==> src/rtl/bcd_pkg.sv <==
`default_nettype none
// ============================================================================
// Module   : bcd_pkg
// Purpose  : Shared constants for the BCD 7-segment scan driver.
// Revision : 1.0 - initial release
// ============================================================================
package bcd_pkg;

  localparam int BCD_DIGIT_W = 4;

  // Segment bit order {g,f,e,d,c,b,a}: bit 0 = a, bit 6 = g; 1 = lit.
  typedef logic [6:0] seg_t;

  localparam seg_t SEG_0     = 7'b0111111;
  localparam seg_t SEG_1     = 7'b0000110;
  localparam seg_t SEG_2     = 7'b1011011;
  localparam seg_t SEG_3     = 7'b1001111;
  localparam seg_t SEG_4     = 7'b1100110;
  localparam seg_t SEG_5     = 7'b1101101;
  localparam seg_t SEG_6     = 7'b1111101;
  localparam seg_t SEG_7     = 7'b0000111;
  localparam seg_t SEG_8     = 7'b1111111;
  localparam seg_t SEG_9     = 7'b1101111;
  localparam seg_t SEG_DASH  = 7'b1000000;
  localparam seg_t SEG_BLANK = 7'b0000000;

endpackage
`default_nettype wire

==> src/rtl/bcd_to_7seg.sv <==
`default_nettype none
// ============================================================================
// Module   : bcd_to_7seg
// Purpose  : Nibble to active-high 7-segment pattern; non-BCD nibbles show a dash.
// Revision : 1.0 - initial release
// ============================================================================
module bcd_to_7seg
  import bcd_pkg::*;
(
  input  logic [BCD_DIGIT_W-1:0] nibble,
  input  logic                   blank,
  output seg_t                   seg
);

  always_comb begin
    seg = SEG_BLANK;
    if (!blank) begin
      case (nibble)
        4'd0:    seg = SEG_0;
        4'd1:    seg = SEG_1;
        4'd2:    seg = SEG_2;
        4'd3:    seg = SEG_3;
        4'd4:    seg = SEG_4;
        4'd5:    seg = SEG_5;
        4'd6:    seg = SEG_6;
        4'd7:    seg = SEG_7;
        4'd8:    seg = SEG_8;
        4'd9:    seg = SEG_9;
        default: seg = SEG_DASH;
      endcase
    end
  end

endmodule
`default_nettype wire

==> src/rtl/bcd_7seg_scan.sv <==
`default_nettype none
// ============================================================================
// Module   : bcd_7seg_scan
// Purpose  : Double-buffered, time-multiplexed common-anode 7-segment driver.
//            Optional macro LEADING_ZERO_BLANK_EN blanks leading zero digits.
// Revision : 1.0 - initial release
// ============================================================================
module bcd_7seg_scan
  import bcd_pkg::*;
#(
  parameter int NUM_DIGITS     = 3,
  parameter int REFRESH_DIV    = 1000,
  parameter bit SEG_ACTIVE_LOW = 1'b1
) (
  input  logic                              clk,
  input  logic                              rst_n,
  input  logic [BCD_DIGIT_W*NUM_DIGITS-1:0] bcd,
  input  logic                              bcd_valid,
  output logic [6:0]                        seg,
  output logic [NUM_DIGITS-1:0]             an,
  output logic                              frame_tick
);

  localparam int BCD_W = BCD_DIGIT_W * NUM_DIGITS;
  localparam int DIV_W = (REFRESH_DIV > 1) ? $clog2(REFRESH_DIV) : 1;
  localparam int IDX_W = (NUM_DIGITS > 1) ? $clog2(NUM_DIGITS) : 1;
  localparam logic [DIV_W-1:0] C_DIV_LAST = DIV_W'(REFRESH_DIV - 1);
  localparam logic [IDX_W-1:0] C_IDX_LAST = IDX_W'(NUM_DIGITS - 1);
  localparam logic [6:0]       C_SEG_OFF  = SEG_ACTIVE_LOW ? 7'h7F : 7'h00;

  logic [DIV_W-1:0]      div_cnt_q,   div_cnt_d;
  logic [IDX_W-1:0]      digit_idx_q, digit_idx_d;
  logic [BCD_W-1:0]      shadow_q,    shadow_d;
  logic [BCD_W-1:0]      disp_q,      disp_d;
  logic                  pending_q,   pending_d;
  logic [6:0]            seg_q,       seg_d;
  logic [NUM_DIGITS-1:0] an_q,        an_d;
  logic                  frame_tick_q, frame_tick_d;

  logic                   tick;
  logic                   boundary;
  logic [BCD_DIGIT_W-1:0] digit_nib;
  logic                   digit_blank;
  seg_t                   seg_pat;

  always_comb begin
    tick         = (div_cnt_q == C_DIV_LAST);
    boundary     = tick && (digit_idx_q == C_IDX_LAST);
    div_cnt_d    = tick ? '0 : div_cnt_q + 1'b1;
    digit_idx_d  = digit_idx_q;
    if (tick) begin
      digit_idx_d = (digit_idx_q == C_IDX_LAST) ? '0 : digit_idx_q + 1'b1;
    end
    shadow_d     = bcd_valid ? bcd : shadow_q;
    disp_d       = disp_q;
    pending_d    = pending_q;
    // The boundary transfers the old shadow; a coincident strobe re-arms pending.
    if (boundary && pending_q) begin
      disp_d    = shadow_q;
      pending_d = 1'b0;
    end
    if (bcd_valid) begin
      pending_d = 1'b1;
    end
    frame_tick_d = boundary;
  end

  always_comb begin
    digit_nib   = '0;
    digit_blank = 1'b0;
    an_d        = '1;
    for (int i = 0; i < NUM_DIGITS; i++) begin
      if (digit_idx_q == IDX_W'(i)) begin
        digit_nib = disp_q[i*BCD_DIGIT_W +: BCD_DIGIT_W];
        an_d[i]   = 1'b0;
      end
    end
`ifdef LEADING_ZERO_BLANK_EN
    // Blank when this digit and every more significant one are zero.
    digit_blank = (digit_idx_q != '0);
    for (int i = 0; i < NUM_DIGITS; i++) begin
      if ((IDX_W'(i) >= digit_idx_q) && (disp_q[i*BCD_DIGIT_W +: BCD_DIGIT_W] != '0)) begin
        digit_blank = 1'b0;
      end
    end
`endif
  end

  bcd_to_7seg u_dec (
    .nibble (digit_nib),
    .blank  (digit_blank),
    .seg    (seg_pat)
  );

  always_comb begin
    seg_d = seg_pat ^ {7{SEG_ACTIVE_LOW}};
  end

  always_ff @(posedge clk or negedge rst_n) begin
    if (!rst_n) begin
      div_cnt_q    <= '0;
      digit_idx_q  <= '0;
      shadow_q     <= '0;
      disp_q       <= '0;
      pending_q    <= 1'b0;
      seg_q        <= C_SEG_OFF;
      an_q         <= '1;
      frame_tick_q <= 1'b0;
    end else begin
      div_cnt_q    <= div_cnt_d;
      digit_idx_q  <= digit_idx_d;
      shadow_q     <= shadow_d;
      disp_q       <= disp_d;
      pending_q    <= pending_d;
      seg_q        <= seg_d;
      an_q         <= an_d;
      frame_tick_q <= frame_tick_d;
    end
  end

  assign seg        = seg_q;
  assign an         = an_q;
  assign frame_tick = frame_tick_q;

endmodule
`default_nettype wire

==> config.mk <==
export PLATFORM = sky130hd
export DESIGN_NAME = bcd_7seg_scan
export DESIGN_NICKNAME = d
export VERILOG_FILES = /design/src/rtl/bcd_pkg.sv /design/src/rtl/bcd_to_7seg.sv /design/src/rtl/bcd_7seg_scan.sv
export SDC_FILE = /design/constraint.sdc
export NUM_CORES = 1
export LEC_CHECK = 0
export CAP_MARGIN = 20
export CORE_ASPECT_RATIO = 0.9
export CORE_MARGIN = 2
export CORE_UTILIZATION = 32
export CTS_CLUSTER_SIZE = 30
export DETAILED_ROUTE_END_ITERATION = 10
export HOLD_SLACK_MARGIN = 0.15
export PLACE_DENSITY = 0.53
export SLEW_MARGIN = 20
export SYNTH_ARGS = -nofsm -noshare
export SYNTH_HDL_FRONTEND = slang
export SYNTH_SLANG_ARGS = --single-unit
==> constraint.sdc <==
create_clock -name clk -period 1.7 [get_ports clk]
set_input_delay 0.34 -clock clk [delete_from_list [all_inputs] [get_ports clk]]
set_output_delay 0.34 -clock clk [all_outputs]
set_load 0.05 [all_outputs]
=== Yosys cells after proc, flatten, opt, wreduce, memory -nomap -nowiden ===
Memory sizes are Yosys's and may differ from the RTL's.
Cells that the tools add are included.

* RAM bits: 0
* Bits in registers: 48
* Logic and storage cells: 29
* Input port bits: 15
* Memories kept: 1
* Latch bits: 0
* ROM bits: 112
* Output and inout bits: 11

{| class="wikitable"
|+ Memory list
! name !! words !! bits a word !! read ports !! clocked after Yosys merged registers in !! wr ports !! RTL line !! RTL
|-
| (name not given) || 16 || 7 || 1 || 0 || 0 || bcd_to_7seg.sv:18 || <nowiki>case (nibble)</nowiki>
|}

* Muxes and demuxes: 10
* $mul: 0
* Div/mod/pow operators: 0
* Order comparisons: 0
* Bitwise operators: 1
* Eq/ne operators: 3
* $add $sub $neg: 2
* Shift operators: 0
* Reductions and logical operators: 4

{| class="wikitable"
|+ Operators by type and width
! kind !! count
|-
| 4-bit 2-to-1 mux || 3
|-
| 10-bit by 1-bit adder with 10-bit output (second input constant) || 1
|-
| 10-bit == test (second input constant) || 1
|-
| 10-bit 2-to-1 mux || 1
|-
| 7-bit inverter || 1
|-
| 1-bit 2-to-1 mux || 5
|-
| 2-bit by 1-bit adder with 2-bit output (second input constant) || 1
|-
| 2-bit by 1-bit == test with 1-bit output (second input constant) || 1
|-
| 2-bit == test (second input constant) || 1
|-
| 1-bit logical AND || 2
|-
| 2-bit zero test || 1
|-
| 2-bit 2-to-1 mux || 1
|-
| 2-bit nonzero test || 1
|}

=== Depth between registers and ports, before layout ===
An unclocked memory read counts as a cell.

* Depth after elaboration: 6
* Gate-level depth with buffers: 9

=== By module ===
From an unflattened synthesis, not the netlist that was laid out.

* Cells, all modules: 182
* Area, all modules: 2190.9 um2

{| class="wikitable"
|+ Modules (own cells, without submodules)
! module !! cells each !! area an instance (um2) !! times used
|-
| bcd_7seg_scan || 149 || 1975.6 || 1
|-
| bcd_to_7seg || 33 || 215.2 || 1
|}

=== Least setup slack after synthesis ===
Ideal clock, no wire load.

* Kind: register to register
* Start: reg digit_idx_q[0]
* End: reg seg_q[1], in the netlist seg[1]
* Path slack: -18 ps
* Arrival: 1645 ps
* Cell stages (with the launch flop): 9
* Period minus slack after synthesis: 1718 ps
* Required time: 1627 ps
* Path through: dfrtp_1 > buf_4 > nor2b_1 > buf_2 > o2bb2ai_1 > inv_1 > ha_1 > nand2b_1 > a21oi_1

* Longest elaborated chain between the ends: 6

{| class="wikitable"
|+ RTL lines
! item !! RTL line !! RTL
|-
| start: declaration || bcd_7seg_scan.sv:32 || <nowiki>logic [IDX_W-1:0] digit_idx_q, digit_idx_d;</nowiki>
|-
| start signal: assignment || bcd_7seg_scan.sv:111 || <nowiki>digit_idx_q <= digit_idx_d;</nowiki>
|-
| 2-bit zero test || bcd_7seg_scan.sv:73 || <nowiki>if (digit_idx_q == IDX_W'(i)) begin</nowiki>
|-
| 4-bit 2-to-1 mux (2 in series) || bcd_7seg_scan.sv:73 ||
|-
| 4-bit 2-to-1 mux (*) || bcd_7seg_scan.sv:73 ||
|-
| memory 16 x 7 bit (*) || - ||
|-
| 7-bit inverter (no source line) (*) || - ||
|-
| via seg_d[1] || bcd_7seg_scan.sv:36 || <nowiki>logic [6:0] seg_q, seg_d;</nowiki>
|-
| end signal: assignment || bcd_7seg_scan.sv:115 || <nowiki>seg_q <= seg_d;</nowiki>
|-
| end: declaration || bcd_7seg_scan.sv:36 ||
|}

The timed path passes the listed nets; every way through them passes the cells marked *.
A chain may end at the register's enable or synchronous reset.

=== Final worst setup path ===
* Start: reg div_cnt_q[1]
* End: reg disp_q[3]

* Longest elaborated chain between the ends: 3

{| class="wikitable"
|+ RTL lines
! item !! RTL line !! RTL
|-
| start: declaration || bcd_7seg_scan.sv:31 || <nowiki>logic [DIV_W-1:0] div_cnt_q, div_cnt_d;</nowiki>
|-
| start signal: assignment || bcd_7seg_scan.sv:110 || <nowiki>div_cnt_q <= div_cnt_d;</nowiki>
|-
| 10-bit == test || bcd_7seg_scan.sv:47 || <nowiki>tick = (div_cnt_q == C_DIV_LAST);</nowiki>
|-
| 1-bit logical AND || bcd_7seg_scan.sv:48 || <nowiki>boundary = tick && (digit_idx_q == C_IDX_LAST);</nowiki>
|-
| 1-bit logical AND || bcd_7seg_scan.sv:58 || <nowiki>if (boundary && pending_q) begin</nowiki>
|-
| end signal: assignment || bcd_7seg_scan.sv:113 || <nowiki>disp_q <= disp_d;</nowiki>
|-
| end: declaration || bcd_7seg_scan.sv:34 || <nowiki>logic [BCD_W-1:0] disp_q, disp_d;</nowiki>
|}

Every way passes these cells.

==> metrics <==
P_leak=between 1 and 1.5 nW; syn nets=180; RR Startpoint=div_cnt_q[1]; Die Y=81.5 microns; Post-Synth XOR/XNOR Area=1.23%; Hold Path Origin=shadow_q[10]; synthesis-to-layout area growth=33.4%; fin area=about 2900 sq um; Worst Setup Start Kind=register; Bufs on Longest Clock Path=2; max cap viols=0; worst skew pair latency=300 ps; Hold Crit Endpoint=disp_q[10]; Worst setup EP type=register; Mapped Cells=~160; port buffer count=25; Register Area=approximately 1200 sq um; WP data required=1890 ps; FF-to-FF setup slack=70 ps; wl on met1=1700 microns; DR pass1 iterations=4; VDD IR-drop max=0.000407 V; routed via count=between 1,000 and 1,500; vias in the first global route=roughly 1,400; highest-count cells in the layout ignoring fill and taps=dfrtp_1, mux2_2, clkdlybuf4s50_1, buf_12, buf_4; GRT Residual Overflow=0; TritonCTS clock tree=yes; hpwl dp=between 2000 and 3000 microns; Comb power frac=4.7%; measured slew at the worst slew-check pin=approximately 420 ps; Post-Synth Simple-Gate Area=under 10%; clock-pin slew on the worst setup and hold paths=~90 ps; wire per inst=approximately 14 microns; Core Util, Final=around 44%; FF-to-FF End=disp_q[3]; clock skew=3.60 ps; largest fanout on the critical path=12; first-pass GRT wire length=6940 microns; Seq/Total Area, Yosys=56.8%; Area after DPL=about 2700 sq um; worst r2r path cells=6; routed vias/inst=4.64; commonest non-fill, non-tap cell in the layout=dfrtp_1; total die area=between 7000 and 8000 sq um; Flop pwr share=about 56%; met2 WL=about 2100 microns; Pint=roughly 1.7 mW; Hold Crit Depth=1; HP Class=register to register; outcome=finished clean; YS warnings=0; largest net degree at the start of global routing=between 40 and 50; fin. max-slew vios=0; Final min period=roughly 1600 ps; DR iter-0 viols=41; clock power share=between 30% and 40%; final RePlAce weighted congestion=between 0.7 and 0.8; DR DRC count=0; fin nets=221; Fin. Hold Viols=0; FP Rows=28; syn_area_per_cell=about 13 sq um; H-tree depth=2; largest family of logic cells by synthesized area=multiplexers; Syn Std Cell Area=2140 sq um; initial core utilization=approximately a third; Post-Place Cells=279; Highest Signal Layer=met4; Sw Share=between 20% and 30%; #FFs+latches synth=48; I/O Pins=26; Inserted Diodes=0; antenna viol nets, final=0; crit share post-route=between 90% and 100%; switching power=roughly 430 uW; worst hold slack=505 ps; Power Dens Cells=between 700 and 800 nW/um^2; multi-input logic area=903 sq um; share of cells above drive strength 1=approximately two fifths; WL met3=roughly 140 microns; Filler Cell Count=635; Max Freq=613 MHz; initial antenna violation count=0; compound-gate portion of the synthesized area=roughly 6.7%; WS Path Type=register to register; Netlist cell types=36; overall power=about 2.1 mW; Adder-Cell Fraction of Synth Area=around 3.5%; Routed Wire Length=4010 microns; die width=about 90 microns; Total GRT Usage=12.2%; total CTS buffers=5; mux share of post-synthesis cell area=about a fifth; total clock sinks=48; root buffer cell=clkbuf_8; final setup fails=0; Arr. time, crit path=about 1800 ps; Core Box Area=about 6500 sq um; Worst slew margin=slightly above 70%; post-route insts no fill=approximately 290
## layer usage
metal  up-vias  track usage, %
met2        27            21.9
met4         0            6.00
met5         -               0
met3         8            3.67
li1        638               -
met1       676            13.5
## per-stage QoR
| step | TNS, ps | worst slack (ps) |
|---|---|---|
| 5_1_grt | -13.0 | -13.0 |
| 2_1_floorplan | 0 | 42.7 |
| 4_1_cts | 0 | 24.2 |
| 3_3_place_gp | 0 | 16.8 |
| 3_5_place_dp | -303 | -40.3 |
| 6_report | 0 | 67.9 |
## cells by family after synthesis
logic type / after synthesis
AOI/OAI and AO/OA: 21
muxes: 35
xor gates and xnor gates: 3
adders and majority gates: 6
buffers and inverters: 14
DFF: 48
and+or+nand+nor: 32
## area by class of cell
cell class | instances | area share [%]
clock buffers | 5 | 2.41
well taps | 90 | 3.95
inverters | 9 | 1.18
multi-input cells | 97 | 31.7
clock inverters | 3 | 1.49
repair buffers | 39 | 16.7
flip-flops and latches | 48 | 42.6
## how the worst max path moves through the flow
stage | startpoint | endpoint
after floorplan | digit_idx_q[0] | seg[1]
after global placement | div_cnt_q[1] | disp_q[11]
after detailed placement | div_cnt_q[1] | disp_q[1]
after CTS | digit_idx_q[0] | seg[5]
after global routing | digit_idx_q[0] | seg[1]
final | div_cnt_q[1] | disp_q[3]
## state kept, by name, summed over array words and instances, names as in the netlist
name         count
digit_idx_q      2
frame_tick       1
div_cnt_q       10
shadow_q        12
pending_q        1
seg              7
an               3
disp_q          12
## Yosys cell counts
library cell / n / area (sq um)
nand2_1: 6 / 22.5
clkbuf_1: 1 / 3.75
nor2_1: 3 / 11.3
o21a_1: 2 / 15.0
nor3_1: 3 / 15.0
ha_1: 6 / 75.1
buf_6: 1 / 11.3
nand4_4: 1 / 21.3
or3_1: 2 / 12.5
a21oi_1: 7 / 35.0
dfstp_2: 10 / 263
dfrtp_1: 38 / 951
o22ai_1: 2 / 12.5
mux2_2: 16 / 180
inv_1: 9 / 33.8
nand3_1: 4 / 20.0
nor3b_2: 1 / 12.5
and3_1: 5 / 31.3
buf_2: 1 / 5.00
a21boi_0: 1 / 7.51
nor2b_1: 2 / 12.5
o2bb2ai_2: 1 / 15.0
a31oi_1: 1 / 6.26
and2_4: 1 / 8.76
mux2_4: 10 / 150
buf_1: 1 / 3.75
a22oi_2: 1 / 12.5
mux2i_1: 9 / 90.1
nand2b_1: 3 / 18.8
buf_4: 1 / 7.51
and2_1: 1 / 6.26
xor2_1: 2 / 17.5
xnor2_1: 1 / 8.76
o21bai_1: 1 / 7.51
o21ai_0: 3 / 15.0
o2bb2ai_1: 2 / 17.5
## critical path: stages (launching register included)
cell and delay (ps):
dfrtp_1 410, ha_1 220, and3_4 170, and2_4 160, nand4_4 70, buf_12 160
mux2_2 330
## what timing repair did
item | 4_1_cts | 5_1_grt
pin swaps | 1 | 1
endpoints found under the setup margin | 13 | 19
gates resized for setup | 1 | 7
hold buffers | 1 | 0
cloned | 0 | 0
endpoints found under the hold margin | 38 | 0
buffers inserted | 1 | 2
## power groups by stage
| stage | Combinational (mW) | Clock [mW] | Sequential, mW |
|---|---|---|---|
| floorplan | 0.0345 | 0 | 1.20 |
| global placement | 0.0952 | 0 | 1.21 |
| detailed placement | 0.0997 | 0 | 1.21 |
| CTS | 0.102 | 0.842 | 1.19 |
| global route | 0.110 | 0.891 | 1.19 |
| finish | 0.0982 | 0.814 | 1.19 |
Note: power is estimated with default switching activity, not from simulation.
